===== src/rtl/dct_chen_pkg.sv =====
// Shared constants, types and helper functions for the 8-point Chen DCT engine.
// Cosine constants are derived from a Q24 table so any FRAC up to 23 rounds correctly.
package dct_chen_pkg;

    localparam int DATA_W_DEF  = 16;
    localparam int CONST_W_DEF = 18;
    localparam int FRAC_DEF    = 8;

    typedef logic signed [DATA_W_DEF-1:0] sample_t;
    typedef sample_t vec_t [8];

    // round(0.5*cos(k*pi/16) * 2^frac), wrapped into a signed const_w-bit value
    function automatic longint cos_const(input int k, input int frac, input int const_w);
        longint q24;
        longint v;
        longint span;
        case (k)
            1:       q24 = 64'sd8227423;
            2:       q24 = 64'sd7750063;
            3:       q24 = 64'sd6974873;
            4:       q24 = 64'sd5931642;
            5:       q24 = 64'sd4660461;
            6:       q24 = 64'sd3210181;
            7:       q24 = 64'sd1636536;
            default: q24 = 64'sd8388608;
        endcase
        v    = (q24 + (64'sd1 <<< (23 - frac))) >>> (24 - frac);
        span = 64'sd1 <<< const_w;
        v    = v & (span - 64'sd1);
        if (v >= (span >>> 1)) begin
            v = v - span;
        end
        return v;
    endfunction

    function automatic longint sat(input longint v, input int data_w);
        longint hi;
        longint lo;
        longint r;
        hi = (64'sd1 <<< (data_w - 1)) - 64'sd1;
        lo = -(64'sd1 <<< (data_w - 1));
        r  = v;
        if (v > hi) begin
            r = hi;
        end else if (v < lo) begin
            r = lo;
        end
        return r;
    endfunction

endpackage


===== src/rtl/dct8_chen_ts_if.sv =====
// Vector stream interface of the DCT engine: one 8-sample vector in, one coefficient vector out.
interface dct8_chen_ts_if
    import dct_chen_pkg::*;
#(
    parameter int DATA_W = DATA_W_DEF
);
    logic                     valid_in;
    logic signed [DATA_W-1:0] x [8];
    logic                     valid_out;
    logic signed [DATA_W-1:0] y [8];

    modport master (output valid_in, x, input valid_out, y);
    modport slave  (input valid_in, x, output valid_out, y);
endinterface


===== src/rtl/dct8_chen_odd.sv =====
// Odd half of the Chen butterfly: registered 4x4 constant multiply-accumulate b -> p1,p3,p5,p7.
module dct8_chen_odd
    import dct_chen_pkg::*;
#(
    parameter int DATA_W  = DATA_W_DEF,
    parameter int CONST_W = CONST_W_DEF,
    parameter int FRAC    = FRAC_DEF,
    parameter int P_W     = DATA_W + CONST_W + 4
) (
    input  logic                   clk,
    input  logic signed [DATA_W:0] b     [4],
    output logic signed [P_W-1:0]  p_odd [4]
);

    localparam logic signed [P_W-1:0] C1 = P_W'(cos_const(1, FRAC, CONST_W));
    localparam logic signed [P_W-1:0] C3 = P_W'(cos_const(3, FRAC, CONST_W));
    localparam logic signed [P_W-1:0] C5 = P_W'(cos_const(5, FRAC, CONST_W));
    localparam logic signed [P_W-1:0] C7 = P_W'(cos_const(7, FRAC, CONST_W));

    logic signed [P_W-1:0] bx     [4];
    logic signed [P_W-1:0] p_next [4];

    // Operands are widened to the full accumulator width so no partial sum can wrap
    always_comb begin
        for (int i = 0; i < 4; i++) begin
            bx[i] = P_W'(b[i]);
        end
        p_next[0] = C1 * bx[0] + C3 * bx[1] + C5 * bx[2] + C7 * bx[3];
        p_next[1] = C3 * bx[0] - C7 * bx[1] - C1 * bx[2] - C5 * bx[3];
        p_next[2] = C5 * bx[0] - C1 * bx[1] + C7 * bx[2] + C3 * bx[3];
        p_next[3] = C7 * bx[0] - C5 * bx[1] + C3 * bx[2] - C1 * bx[3];
    end

    always_ff @(posedge clk) begin
        p_odd <= p_next;
    end

endmodule


===== src/rtl/dct8_chen_ts.sv =====
// 3-stage pipelined 8-point DCT-II (Chen factorisation): butterfly, constant products, round+saturate.
// Only the valid pipe and y are reset; the datapath loads unconditionally every cycle.
module dct8_chen_ts
    import dct_chen_pkg::*;
#(
    parameter int DATA_W  = DATA_W_DEF,
    parameter int CONST_W = CONST_W_DEF,
    parameter int FRAC    = FRAC_DEF
) (
    input logic           clk,
    input logic           rst,
    dct8_chen_ts_if.slave bus
);

    localparam int A_W = DATA_W + 1;
    localparam int P_W = DATA_W + CONST_W + 4;

    localparam logic signed [P_W-1:0] C2   = P_W'(cos_const(2, FRAC, CONST_W));
    localparam logic signed [P_W-1:0] C4   = P_W'(cos_const(4, FRAC, CONST_W));
    localparam logic signed [P_W-1:0] C6   = P_W'(cos_const(6, FRAC, CONST_W));
    localparam logic signed [P_W-1:0] HALF = P_W'(64'sd1 <<< (FRAC - 1));

    logic signed [A_W-1:0]    a      [4];
    logic signed [A_W-1:0]    b      [4];
    logic signed [P_W-1:0]    e0, e1, d0, d1;
    logic signed [P_W-1:0]    p_even_next [4];
    logic signed [P_W-1:0]    p_even [4];
    logic signed [P_W-1:0]    p_odd  [4];
    logic signed [P_W-1:0]    p_all  [8];
    logic signed [P_W-1:0]    rounded;
    logic signed [DATA_W-1:0] y_next [8];
    logic [2:0]               valid_pipe;

    always_ff @(posedge clk) begin
        for (int i = 0; i < 4; i++) begin
            a[i] <= A_W'(bus.x[i]) + A_W'(bus.x[7-i]);
            b[i] <= A_W'(bus.x[i]) - A_W'(bus.x[7-i]);
        end
    end

    always_comb begin
        e0 = P_W'(a[0]) + P_W'(a[3]);
        e1 = P_W'(a[1]) + P_W'(a[2]);
        d0 = P_W'(a[0]) - P_W'(a[3]);
        d1 = P_W'(a[1]) - P_W'(a[2]);
        p_even_next[0] = C4 * (e0 + e1);
        p_even_next[1] = C2 * d0 + C6 * d1;
        p_even_next[2] = C4 * (e0 - e1);
        p_even_next[3] = C6 * d0 - C2 * d1;
    end

    always_ff @(posedge clk) begin
        p_even <= p_even_next;
    end

    dct8_chen_odd #(
        .DATA_W (DATA_W),
        .CONST_W(CONST_W),
        .FRAC   (FRAC),
        .P_W    (P_W)
    ) u_odd (
        .clk  (clk),
        .b    (b),
        .p_odd(p_odd)
    );

    // Even indices come from the even half, odd indices from the odd half
    always_comb begin
        rounded = '0;
        for (int k = 0; k < 4; k++) begin
            p_all[2*k]   = p_even[k];
            p_all[2*k+1] = p_odd[k];
        end
        for (int k = 0; k < 8; k++) begin
            rounded   = (p_all[k] + HALF) >>> FRAC;
            y_next[k] = DATA_W'(sat(longint'(rounded), DATA_W));
        end
    end

    always_ff @(posedge clk) begin
        if (rst) begin
            valid_pipe <= '0;
            for (int k = 0; k < 8; k++) begin
                bus.y[k] <= '0;
            end
        end else begin
            valid_pipe <= {valid_pipe[1:0], bus.valid_in};
            bus.y      <= y_next;
        end
    end

    assign bus.valid_out = valid_pipe[2];

endmodule


===== src/flat_wrapper.sv =====
// flat-port wrapper written by rule: the top's interface ports become plain ports
module dct8_chen_ts_flat import dct_chen_pkg::*;
#(
    parameter int DATA_W  = DATA_W_DEF,
    parameter int CONST_W = CONST_W_DEF,
    parameter int FRAC    = FRAC_DEF
)
  (clk, rst, bus_valid_in, bus_x, bus_valid_out, bus_y);
  dct8_chen_ts_if #(.DATA_W(DATA_W)) bus_i ();
  input logic clk;
  input logic rst;
  input wire logic [$bits(bus_i.valid_in)-1:0] bus_valid_in;
  input wire logic [$bits(bus_i.x)-1:0] bus_x;
  output wire logic [$bits(bus_i.valid_out)-1:0] bus_valid_out;
  output wire logic [$bits(bus_i.y)-1:0] bus_y;
  assign bus_i.valid_in = bus_valid_in;
  assign bus_i.x = {>>{bus_x}};
  assign bus_valid_out = bus_i.valid_out;
  assign bus_y = {>>{bus_i.y}};
  dct8_chen_ts #(.DATA_W(DATA_W), .CONST_W(CONST_W), .FRAC(FRAC)) u_core (.clk(clk), .rst(rst), .bus(bus_i));
endmodule

===== config.mk =====
export PLATFORM = sky130hd
export DESIGN_NAME = dct8_chen_ts_flat
export DESIGN_NICKNAME = d
export VERILOG_FILES = /design/src/rtl/dct_chen_pkg.sv /design/src/rtl/dct8_chen_ts_if.sv /design/src/rtl/dct8_chen_odd.sv /design/src/rtl/dct8_chen_ts.sv /design/src/flat_wrapper.sv
export SDC_FILE = /design/constraint.sdc
export NUM_CORES = 2
export LEC_CHECK = 0
export CAP_MARGIN = 10
export CORE_MARGIN = 2
export CORE_UTILIZATION = 57
export DETAILED_ROUTE_END_ITERATION = 8
export PLACE_DENSITY_LB_ADDON = 0.05
export REMOVE_ABC_BUFFERS = 1
export SLEW_MARGIN = 20
export SYNTH_ARGS = -nofsm -noshare
export SYNTH_HDL_FRONTEND = slang
export SYNTH_SLANG_ARGS = --single-unit

===== constraint.sdc =====
create_clock -name clk -period 16 [get_ports clk]
set_input_delay 3.2 -clock clk [delete_from_list [all_inputs] [get_ports clk]]
set_output_delay 3.2 -clock clk [all_outputs]
set_load 0.02 [all_outputs]

Word-level counts from Yosys, hierarchy flattened
Memories as Yosys holds them, arrays and structs flattened.
Index checks and enable logic that the tools add are counted.
{"block": "totals", "regBits": 473, "ram_bits": 68, "out_inout_bits": 129, "elab_cells": 128, "mem_count": 1}
{"block": "classes", "add_sub_neg": 36, "n_mul": 22, "n_lt_le_gt_ge": 16, "muxes": 16, "reduce_logical": 8}
{"name": "u_core.a", "depth": 4, "width": 17, "rd": 4, "rd_clocked_by_memory_dff": 0, "write_ports": 4, "line": "dct8_chen_ts.sv:23", "rtl": "logic signed [A_W-1:0] a [4];"}
{"cell": "7-bit by 17-bit multiplier with 24-bit output, first input constant", "count": 8}
{"cell": "38-bit by 9-bit adder with 38-bit output, second input constant", "count": 5}
{"cell": "30-bit by 16-bit greater-than comparator with 1-bit output, second input constant", "count": 5}
{"cell": "30-bit by 16-bit < comparator with 1-bit output, second input constant", "count": 5}
{"cell": "16-bit two-way mux", "count": 8}
{"cell": "15-bit two-way mux", "count": 8}
{"cell": "8-bit by 17-bit multiplier with 25-bit output, first input constant", "count": 4}
{"cell": "6-bit by 17-bit multiplier with 23-bit output, first input constant", "count": 4}
{"cell": "28-bit by 9-bit adder with 29-bit output, second input constant", "count": 3}
{"cell": "38-bit adder", "count": 2}
{"cell": "7-bit by 38-bit multiplier with 37-bit output, first input constant", "count": 2}
{"cell": "7-bit by 38-bit multiplier with 38-bit output, first input constant", "count": 2}
{"cell": "8-bit by 38-bit multiplier with 38-bit output, first input constant", "count": 2}
{"cell": "38-bit subtractor", "count": 2}
{"cell": "16-bit by 16-bit adder with 17-bit output", "count": 4}
{"cell": "16-bit by 16-bit subtractor with 17-bit output", "count": 4}
{"cell": "21-bit by 16-bit greater-than comparator with 1-bit output, second input constant", "count": 3}
{"cell": "21-bit by 16-bit < comparator with 1-bit output, second input constant", "count": 3}
{"cell": "27-bit by 25-bit subtractor with 28-bit output", "count": 2}
{"cell": "26-bit by 25-bit adder with 27-bit output", "count": 2}
{"cell": "17-bit by 17-bit adder with 18-bit output", "count": 2}
{"cell": "17-bit by 17-bit subtractor with 18-bit output", "count": 2}
{"cell": "27-bit by 23-bit adder with 28-bit output", "count": 1}
{"cell": "27-bit by 25-bit adder with 28-bit output", "count": 1}
{"cell": "other kinds (7)", "count": 14}

Depth between registers and ports, before layout
{"block": "depth", "ltp_word": 4, "ltp_mapped": 47, "depth_no_buf": 46}

Hierarchy
Synthesis repeated with hierarchy kept, for this count alone.
{"block": "unflattened", "hier_cells": 9404, "area_unflattened_um2": 84513.6}
{"module": "dct8_chen_odd", "n_inst": 1, "cells_each": 5088, "area_each_um2": 47078.9, "seq_area_each_um2": 2842.7}
{"module": "dct8_chen_ts", "n_inst": 1, "cells_each": 4316, "area_each_um2": 37434.7, "seq_area_each_um2": 6866.6}

Worst setup path before layout
OpenSTA, ideal clock, no wires.
{"block": "synth_timing", "path_type": "register to register", "from": "reg u_core.b[0] (netlist name)", "to": "reg u_core.p_even, in the netlist u_core.p_all[227]", "setup_time_ps": 128, "arrival_ps": 9962, "slack_ps": 5910, "stages_incl_launch_ff": 43, "n_path_buf": 0, "synth_period_minus_slack_ps": 10090, "cell_sequence": "dfxtp_1 -> ha_1 -> inv_1 -> fa_1 -> a21o_1 -> a21oi_1 -> o21bai_1 -> a21oi_1 -> o21bai_1 -> a21oi_1 -> o211ai_1 -> nand2b_1 -> o21bai_1 -> a21oi_1 -> xnor2_1 -> ha_1 -> fa_1 -> fa_1 -> [7 not listed] -> o21ai_0 -> xor2_1 -> ha_1 -> fa_1 -> inv_1 -> fa_1 -> inv_1 -> ha_1 -> nand4_1 -> or3_1 -> o21ai_0 -> a221oi_1 -> a31oi_1 -> a41oi_1 -> a211o_1 -> o21ai_0 -> xnor2_1 -> xnor2_1"}
{"element": "to (signal assigned)", "line": "dct8_chen_ts.sv:53", "rtl": "p_even <= p_even_next;"}
{"element": "to (decl)", "line": "dct8_chen_ts.sv:27", "rtl": "logic signed [P_W-1:0] p_even [4];"}

==> impl_metrics.ini <==
[sta]
whs_ns = 0.440
min_period_over_period = 0.724
relSlewSlack = 0.216
finalMaxSlewViolations = 0
min_period_ns = 11.59
rsz0062_at_grt = no
finClkSkew_ns = 0.0475
setup_violations = 0
hold_viol_final = 0
fmax_ghz = 0.0863
worst_slack_ns = 4.41
tns_ns = 0
worst_pin_slew_ns = 1.17

[route]
ant_nets = 0
viasPerCell = 5.43
drt_iter0_markers = 3712
wl_um = 255000
drc = 0
wire_per_inst_um = 21.0
vias = 65900
firstDrtPassIters = 6

[final_layout]
fillers = 13600
fin_area_um2 = 96000
nets = 13000
area_delta_synth_final_pct = 8.34
drive_gt1_frac = 0.0283

[setup_path]
startpoint_type = flip-flop
cpPeakStageDelay_ns = 0.77
criticalPathCategory = flip-flop to flip-flop
path_common_cell = fa_1
r2r_end = u_core.p_all[227]
crit_path_top_delay_cell = dfxtp_1
cp.arrival_ns = 12.16
end_kind = flip-flop
regToRegSetupSlack_ns = 4.41
r2r-start = u_core.b[0]
rr_worst_depth = 41
crit_required_ns = 16.58
cp_max_fo = 15

[status]
outcome = finished clean

[clock_network]
clk_latency_ns = 0.74
clk_pin_slew_ns = 0.06
cts_made_buffers = 59
hold_buffers = 0
cts_resized = 0
cts_sinks = 471
tritoncts = built
cts_root_buffer = clkbuf_16
post_cts_buffers = 0
cts_buffer_depth = 3
htreeDepth = 2

[logic_synthesis]
synth_compound_area_frac = 0.100
async_flop_share = 0
netlist_area_um2 = 88600
synth.area.top_cells = fa_1 (29%), ha_1 (22%), dfxtp_1 (11%)
synth.yosys.seq_area_share = 0.106
ys.flop_type = dfxtp_1
synth.distinct_cells = 98
synth_edf_count = 0
synth_most_common_cell = inv_1
yosys.area.top_type = fa_1
synth.avg_cell_area_um2 = 9.09
synth.area.mux_share = 0.00634
synth_seq_cells = 471
synth_warnings = 0
synth_top_family_by_area = adder cells
synth_simple_gate_area_share = 0.0962
postSynthCellCount = 9747
synthAdderAreaFrac = 0.507
post-synth-top-area-fraction = 0.285
synth_xor_area_frac = 0.0784
synth_commonest_cells = inv_1 (2377), ha_1 (1573), fa_1 (1262), xnor2_1 (519), nor2_1 (473)

[die]
initial_core_util = 0.575
rows = 144
pin_count = 260
coreArea_um2 = 154000
die_area_um2 = 159000
chipWidth_um = 398
die_h_um = 398

[placed_design]
place_area_um2 = 93900
post-dp-hpwl_um = 222000
place_congestion = 1.00
post-place-ws_ns = 4.45
port_buffers = 259

[min_path]
hp-class = flip-flop to flip-flop
hold_path_end = u_core.valid_pipe[2]
hp-start = u_core.valid_pipe[1]
min_path_cells = 1

[global_routing]
grt_max_degree = 60
grt_pass1_wl_um = 396000
antenna_found_initial = 7
grt_pass1_vias = 67900
track_usage = 0.330
grt_overflow_total = 0

[run]
cap_violations = 0
[worst max-delay path by stage]
stage	startpoint	end
finish	u_core.b[0]	u_core.p_all[227]
global route	u_core.b[0]	u_core.p_all[227]
CTS	u_core.b[0]	u_core.p_all[227]
detailed placement	u_core.b[0]	u_core.p_all[227]
global placement	u_core.b[0]	u_core.p_all[227]
floorplan	u_core.b[34]	u_core.p_all[75]
[logic make-up after synthesis]
logic type      count (synthesis)
compound gates               1389
mux                            54
fa+ha+maj                    2835
simple gates                 1722
flops                         471
xor+xnor                      790
buf+inv                      2486
[through the flow]
stage	instances	util
2_1_floorplan	9644	-
3_3_place_gp	12000	0.609
3_5_place_dp	12000	0.609
4_1_cts	12100	0.623
5_1_grt	12100	0.623
6_report	12100	0.623
[layout make-up]
class                   count  area [um^2]  share of cell area
repair buffers            328         3110              0.0323
clock buffers              73         1620              0.0169
multi-input cells        6790        69900               0.728
well taps                2044         2560              0.0266
clock inverters            38          464             0.00483
diodes                      3         7.51           0.0000782
flip-flops and latches    471         9430              0.0982
inverters                2383         8940              0.0931
[critical path: cells and delay by family, from the launching register on]
kind	cells	cell delay, ns
compound gates	20	4.23
flops	1	0.77
fa+ha+maj	11	4.65
buf+inv	3	0.15
xor+xnor	4	0.93
simple gates	3	0.71
[registers in the layout, summed over array words and instances, names as in the netlist]
signal and cells:
u_core.valid_pipe 3, u_core.b 68, u_core.p_all 124, u_core.bus.y 128
u_core.a 64, u_core.u_odd.p_odd 84
[metal layers]
metal | track usage | up-vias | part of all wire
met5 | 0 | - | 0.00015
met4 | 0.205 | 6 | 0.077
met1 | 0.414 | 32300 | 0.42
met3 | 0.0240 | 467 | 0.035
met2 | 0.553 | 1473 | 0.47
li1 | - | 31700 | -
[placed cells by master, fill, tap and decap left out, types with 16 or more instances in the layout]
cell type	instances
nand4_1	51
a41oi_1	25
mux2i_1	37
nand2b_1	88
buf_4	69
nor2_1	473
nor4_1	30
nor2b_1	100
a21o_1	122
o31ai_1	27
inv_1	2377
a211oi_1	51
and2_1	67
mux2_2	17
o211ai_1	21
o22ai_1	19
or3_1	40
and3_1	102
a31oi_1	60
xor2_1	269
or2_2	39
clkbuf_16	59
nor3_1	153
nor3b_1	17
o21ai_0	345
o21bai_1	58
clkdlybuf4s50_1	258
nand2_1	331
a21boi_0	22
nand3b_1	16
o21a_1	65
ha_1	1573
a21oi_1	385
a2111oi_0	17
nand3_1	167
dfxtp_1	467
xnor2_1	518
fa_1	1262
Power is not shown: default switching activity piles up to over one toggle a cycle in this logic, so the estimate is an artifact.
